[config.mk]
export PLATFORM = sky130hd
export DESIGN_NAME = axis_frame_len_stats
export DESIGN_NICKNAME = d
export VERILOG_FILES = /design/src/rtl/axis_frame_len_stats.sv
export SDC_FILE = /design/constraint.sdc
export NUM_CORES = 1
export LEC_CHECK = 0
export CORE_ASPECT_RATIO = 0.9
export CORE_MARGIN = 3
export CORE_UTILIZATION = 45
export DETAILED_ROUTE_END_ITERATION = 10
export GPL_TIMING_DRIVEN = 0
export PLACE_DENSITY_LB_ADDON = 0.1
export SLEW_MARGIN = 10
export SYNTH_ARGS = -nofsm -noshare
export SYNTH_HDL_FRONTEND = slang
export SYNTH_SLANG_ARGS = --single-unit
[constraint.sdc]
create_clock -name clk -period 9.3 [get_ports clk]
set_input_delay 1.86 -clock clk [delete_from_list [all_inputs] [get_ports clk]]
set_output_delay 1.86 -clock clk [all_outputs]
set_load 0.01 [all_outputs]
[src/rtl/axis_frame_len_stats.sv]
// Passive AXI-Stream frame length monitor with saturating byte count,
// oversize policing against MAX_LEN and clearable count/min/max statistics.
module axis_frame_len_stats #(
  parameter int DATA_WIDTH  = 64,
  parameter bit KEEP_ENABLE = (DATA_WIDTH > 8),
  parameter int KEEP_WIDTH  = (DATA_WIDTH / 8),
  parameter int LEN_WIDTH   = 16,
  parameter int COUNT_WIDTH = 32,
  parameter int MAX_LEN     = 1518
) (
  input  logic                   clk,
  input  logic                   rst,
  input  logic [KEEP_WIDTH-1:0]  monitor_axis_tkeep,
  input  logic                   monitor_axis_tvalid,
  input  logic                   monitor_axis_tready,
  input  logic                   monitor_axis_tlast,
  input  logic                   stats_clear,
  output logic [LEN_WIDTH-1:0]   frame_len,
  output logic                   frame_len_valid,
  output logic                   frame_oversize,
  output logic [COUNT_WIDTH-1:0] frame_count,
  output logic [LEN_WIDTH-1:0]   min_len,
  output logic [LEN_WIDTH-1:0]   max_len
);

  localparam int BEAT_W = $clog2(KEEP_WIDTH) + 1;
  localparam int SUM_W  = LEN_WIDTH + 1;

  logic [LEN_WIDTH-1:0]   acc;
  // Remembers that the running total already clipped, so a later beat that
  // adds nothing still reports the frame as oversize.
  logic                   acc_sat;

  logic                   xfer;
  logic [BEAT_W-1:0]      beat_bytes;
  logic [SUM_W-1:0]       sum_wide;
  logic [LEN_WIDTH-1:0]   beat_sum;
  logic                   sat_total;
  logic                   over;
  logic [COUNT_WIDTH-1:0] cnt_base;
  logic [LEN_WIDTH-1:0]   min_base;
  logic [LEN_WIDTH-1:0]   max_base;

  assign xfer = monitor_axis_tvalid && monitor_axis_tready;

  // NOTE: every always_comb output gets a default first so no latch is inferred;
  // combinational logic uses blocking '=', registers below use non-blocking '<='.
  always_comb begin
    beat_bytes = '0;
    if (KEEP_ENABLE) begin
      for (int i = 0; i < KEEP_WIDTH; i++)
        beat_bytes = beat_bytes + BEAT_W'(monitor_axis_tkeep[i]);
    end else begin
      beat_bytes = BEAT_W'(KEEP_WIDTH);
    end
  end

  always_comb begin
    sum_wide  = {1'b0, acc} + SUM_W'(beat_bytes);
    sat_total = acc_sat || sum_wide[LEN_WIDTH];
    beat_sum  = sum_wide[LEN_WIDTH] ? '1 : sum_wide[LEN_WIDTH-1:0];
    over      = sat_total || (64'(sum_wide) > 64'(MAX_LEN));
  end

  // Clear is applied first so a frame completing in the same cycle lands on
  // freshly cleared statistics.
  always_comb begin
    cnt_base = stats_clear ? '0 : frame_count;
    min_base = stats_clear ? '1 : min_len;
    max_base = stats_clear ? '0 : max_len;
  end

  always_ff @(posedge clk) begin
    if (rst) begin
      acc             <= '0;
      acc_sat         <= 1'b0;
      frame_len       <= '0;
      frame_len_valid <= 1'b0;
      frame_oversize  <= 1'b0;
      frame_count     <= '0;
      min_len         <= '1;
      max_len         <= '0;
    end else begin
      frame_len_valid <= 1'b0;
      frame_count     <= cnt_base;
      min_len         <= min_base;
      max_len         <= max_base;
      if (xfer) begin
        if (monitor_axis_tlast) begin
          frame_len       <= beat_sum;
          frame_oversize  <= over;
          frame_len_valid <= 1'b1;
          acc             <= '0;
          acc_sat         <= 1'b0;
          frame_count     <= (&cnt_base) ? cnt_base : cnt_base + COUNT_WIDTH'(1);
          min_len         <= (beat_sum < min_base) ? beat_sum : min_base;
          max_len         <= (beat_sum > max_base) ? beat_sum : max_base;
        end else begin
          acc     <= beat_sum;
          acc_sat <= sat_total;
        end
      end
    end
  end

endmodule

[Word level (Yosys, flattened, before mapping)]
Index checks and enable logic that the tools add are counted.
Storage, ports and cells
  bits of input ports: 14
  output and inout bits: 82
  flip-flop bits (word level): 99
  logic and storage cells: 43
Operators by class
  reduce and logical (&&, ||, !) cells: 6
  add/subtract/negate cells: 9
  bitwise operators: 1
  magnitude comparators: 3
  mux-type cells: 16
Operators with widths (count)
  16-bit 2-to-1 mux: 10
  32-bit 2-to-1 mux: 4
  32-bit by 1-bit adder with 32-bit output (second input constant): 1
  32-bit AND reduction: 1
  16-bit by 4-bit adder with 17-bit output: 1
  17-bit by 11-bit > comparator with 1-bit output (second input constant): 1
  4-bit by 1-bit adder with 4-bit output: 4
  16-bit > comparator: 1
  16-bit less-than comparator: 1
  3-bit by 1-bit adder with 4-bit output: 1
  2-bit by 1-bit adder with 3-bit output: 1
  1-bit by 1-bit adder with 2-bit output: 1
  1-bit logical OR: 2
  1-bit 2-to-1 mux: 2
  2-bit AND reduction: 1
  2-bit OR reduction: 1
  1-bit logical AND: 1
  1-bit inverter: 1

[Longest topological paths before layout]
  word-level depth: 13
  mapped depth: 23

[Worst setup path after synthesis]
OpenSTA, ideal clock, no wires.
  kind: in2reg
  start point: input monitor_axis_tkeep[0]
  end point: register min_len[5]
  required time: 9.176 ns
  arrival time: 7.275 ns
  stages on the path: 23
  setup time: 0.124 ns
  setup slack: 1.902 ns
  cells stage by stage: fa_1 inv_1 fa_1 fa_1 inv_1 fa_1 inv_1 fa_1 nand2b_1 a211o_1 or3_1 buf_2 clkbuf_1 nand2_1 ha_1 a21o_1 a21o_1 a21oi_1 nor2_1 a2111oi_0 o31ai_4 buf_8 mux2i_1
Between the ends
  word-level cells in the longest chain between the ends: 13
RTL lines
  start, declared: RTL line 13  | input logic [KEEP_WIDTH-1:0] monitor_axis_tkeep,
  1-bit by 1-bit adder with 2-bit output: RTL line 52  | beat_bytes = beat_bytes + BEAT_W'(monitor_axis_tkeep[i]);
  2-bit by 1-bit adder with 3-bit output: RTL line 52
  3-bit by 1-bit adder with 4-bit output: RTL line 52
  4-bit by 1-bit adder with 4-bit output (4 in a row): RTL line 52
  16-bit by 4-bit adder with 17-bit output: RTL line 59  | sum_wide = {1'b0, acc} + SUM_W'(beat_bytes);
  16-bit 2-to-1 mux: RTL line 61  | beat_sum = sum_wide[LEN_WIDTH] ? '1 : sum_wide[LEN_WIDTH-1:0];
  named net beat_sum[9]: RTL line 37  | logic [LEN_WIDTH-1:0] beat_sum;
  16-bit less-than comparator: RTL line 96  | min_len <= (beat_sum < min_base) ? beat_sum : min_base;
  16-bit 2-to-1 mux: RTL line 96
  16-bit 2-to-1 mux: RTL line 89  | if (monitor_axis_tlast) begin
  16-bit 2-to-1 mux: RTL line 88  | if (xfer) begin
  end signal, assigned: RTL line 86  | min_len <= min_base;
  end signal, assigned: RTL line 96
  end, declared: RTL line 22  | output logic [LEN_WIDTH-1:0] min_len,
The timed path passes the listed nets, and every way through them passes these cells.
A chain may end at the register's enable or synchronous reset.

[Final worst setup path]
  start point: input monitor_axis_tkeep[0]
  end point: register min_len[11]
The elaborated chain is that of the path after synthesis.

==> run_results.csv <==
group,metric,value,unit
timing,skew,0.00548,ns
placed_design,io_buffers,95,
power,power,1.05,mW
timing,hold_viol,0,
clocking,clock_latency,0.36,ns
timing,finalMaxSlewViolations,0,
timing,max_slew_margin,40.6,%
routing,top_layer,"met4",
floorplanning,start_util,46.4,%
yosys,synthTopCellsByCount,"nor2_1, dfxtp_1, nor3_1",
power,p_leak,2.84,nW
worst_setup_path,cp.required,9.54,ns
layout,area_delta_synth_final,25.8,%
clocking,clk_pin_slew,0.07,ns
worst_setup_path,rrSetupSlack,3.11,ns
yosys,synth_seq_cells,99,
floorplanning,num_rows,38,
clocking,cts_tree,"yes",
clocking,clockRootBuffer,"clkbuf_16",
timing,period_needed,8.29,ns
global_routing,grt_pass1_vias,5181,
clocking,cts_buffers,9,
placed_design,dpl.hpwl,12.5,mm
layout,fin_cells,946,
worst_hold_path,holdCritPathClass,"reg -> reg",
floorplanning,coreArea,0.0122,mm²
floorplanning,io_pins,96,
yosys,synth-edff-count,0,
routing,drc,0,
clocking,post_cts_buffers,0,
timing,hold_slack,0.462,ns
clocking,cts-hold-fix-buffers,0,
global_routing,grt.overflow.total,0,
yosys,yosys_warnings,0,
floorplanning,die_h,112,µm
layout,multiInputGateArea,0.00343,mm²
layout,fill_cells,1173,
global_routing,grt_max_degree,19,
timing,fmax,0.121,GHz
worst_setup_path,path_class,"in -> reg",
global_routing,track_usage,25.0,%
routing,wl,16.8,mm
yosys,synth.most_common_cell,"nor2_1",
routing,wirelength_met1,7.78,mm
routing,wl_met3,1.14,mm
power,vdd_drop_max,0.000119,V
clocking,cts.sinks,99,
routing,via_per_inst,5.61,
worst_setup_path,end_kind,"flip-flop",
layout,nNetsFinal,835,
worst_setup_path,startpoint_type,"input port",
routing,ant_nets,0,
routing,drtIter0Drc,402,
layout,drive_above_1_share,4.20,%
routing,vias,5310,
layout,num_antenna_cells,0,
floorplanning,die-area,0.0139,mm²
yosys,synth_area,0.00565,mm²
yosys,yosysUniqueCellTypes,59,
clocking,htreeDepth,3,
job,maxCapViolations,0,
timing,rsz0062_at_grt,"false",
layout,final_core_util,58.4,%
routing,wl_met2,7.33,mm
yosys,syn_inst,675,
timing,setup_tns,0,ns
yosys,synth_area_leader_cell,"dfxtp_1",
clocking,ctsResizeCount,0,
yosys,synth_top_area_share,35.1,%
global_routing,grt_pass1_wl,27.0,mm
yosys,syn_nets,729,
routing,wl_per_cell,17.8,µm
yosys,syn_avg_cell_area,8.37,µm²
timing,setup_viol,0,
status,status,"finished, final reports clean",
routing,dr.pass1.iters,5,
timing,tightest_slew,0.866,ns
power,p_per_area,147,mW/mm²
clocking,cts_buffer_depth,2,
yosys,synth_area_leaders,"dfxtp_1, nor2_1, ha_1",
layout,ff_latch_area,0.00198,mm²
yosys,async_flop_share,0,%
worst_setup_path,path_max_fanout,10,
timing,finalCritPeriodShare,89.1,%
floorplanning,die_w,124,µm
yosys,ys.flop_type,"dfxtp_1",
placed_design,dp_cells,930,
placed_design,gp_congestion,0.929,
yosys,yosysSeqAreaShare,35.1,%
global_routing,antenna_found_initial,0,
worst_setup_path,cp.arrival,8.53,ns
[path summary, 6_finish.rpt]
kind | to | depth (start not counted) | startpoint
setup / recovery | min_len[11] | 24 | monitor_axis_tkeep[0]
setup reg to reg | min_len[11] | 22 | acc[0]
hold / removal | frame_len[14] | 2 | frame_len[14]
hold reg to reg | frame_len[14] | 2 | frame_len[14]
[critical path, cell delays in order]
cell and delay (ns):
clkdlybuf4s50_1 0.43, fa_1 0.54, inv_1 0.05, fa_1 0.51
fa_1 0.42, inv_1 0.08, fa_1 0.21, inv_1 0.06
fa_1 0.39, nand2b_1 0.21, a211o_1 0.36, or3_1 0.36
buf_2 0.18, clkbuf_1 0.24, nand2_1 0.39, ha_1 0.32
a21o_1 0.16, a21o_1 0.17, a21oi_1 0.14, nor2_1 0.06
a2111oi_0 0.71, o31ai_4 0.31, buf_8 0.24, mux2i_1 0.12
[cells by family after synthesis]
kind of cell	after synthesis	synth area share (%)
buffers and inverters	57	4.14
AOI/OAI and AO/OA	99	13.0
DFF	99	35.1
adders and majority gates	41	9.70
muxes	22	3.90
xor gates and xnor gates	36	5.58
and+or+nand+nor	321	28.6
[sequential cells by signal, indices dropped and copies added, names as in the netlist]
| signal | flops |
|---|---|
| acc_sat | 1 |
| min_len | 16 |
| frame_len_valid | 1 |
| acc | 16 |
| frame_oversize | 1 |
| frame_count | 32 |
| max_len | 16 |
| frame_len | 16 |
[cell usage in the layout (no fill, tap or decap), types with 3 or more instances in the layout]
| cell | instances |
|---|---|
| a211oi_1 | 8 |
| a21o_1 | 9 |
| a21oi_1 | 16 |
| a22oi_1 | 17 |
| and2_1 | 3 |
| and3_1 | 12 |
| and4_1 | 4 |
| buf_2 | 6 |
| clkbuf_1 | 28 |
| clkbuf_16 | 9 |
| clkdlybuf4s50_1 | 95 |
| dfxtp_1 | 99 |
| fa_1 | 5 |
| ha_1 | 35 |
| inv_1 | 20 |
| inv_6 | 4 |
| mux2i_1 | 22 |
| nand2_1 | 33 |
| nand2b_1 | 23 |
| nand3_1 | 22 |
| nand3b_1 | 14 |
| nand4_1 | 16 |
| nor2_1 | 120 |
| nor2b_1 | 16 |
| nor3_1 | 37 |
| nor4_1 | 3 |
| o21ai_0 | 13 |
| o21ai_1 | 4 |
| o31ai_1 | 14 |
| or2_2 | 3 |
| or3_1 | 5 |
| xnor2_1 | 17 |
| xor2_1 | 19 |
[per-layer routing]
layer / track usage (%) / up-vias
met2: 37.6 / 174
met1: 34.7 / 2502
met4: 9.93 / 0
li1: - / 2591
met5: 0 / -
met3: 5.74 / 43
[through the flow]
step,setup slack [ns],cell area [µm²]
2_1_floorplan,1.90,5650
3_3_place_gp,0.769,6800
3_5_place_dp,0.651,6800
4_1_cts,1.02,7110
5_1_grt,0.601,7110
6_report,1.01,7110
[layout make-up]
type,instances,area share (%)
Clock inverter,7,1.16
Inverter,20,1.06
Timing Repair Buffer,95,13.4
Tap cell,160,2.82
Buffer,37,2.24
Sequential cell,99,27.9
Clock buffer,9,3.17
Multi-Input combinational cell,519,48.3
[power by group]
part | switching, mW | total (mW) | internal (mW)
clock network | 0.183 | 0.397 | 0.214
registers | 0.00687 | 0.440 | 0.433
logic | 0.128 | 0.208 | 0.0802
total | 0.318 | 1.05 | 0.727
(Power assumes the default switching activity.)
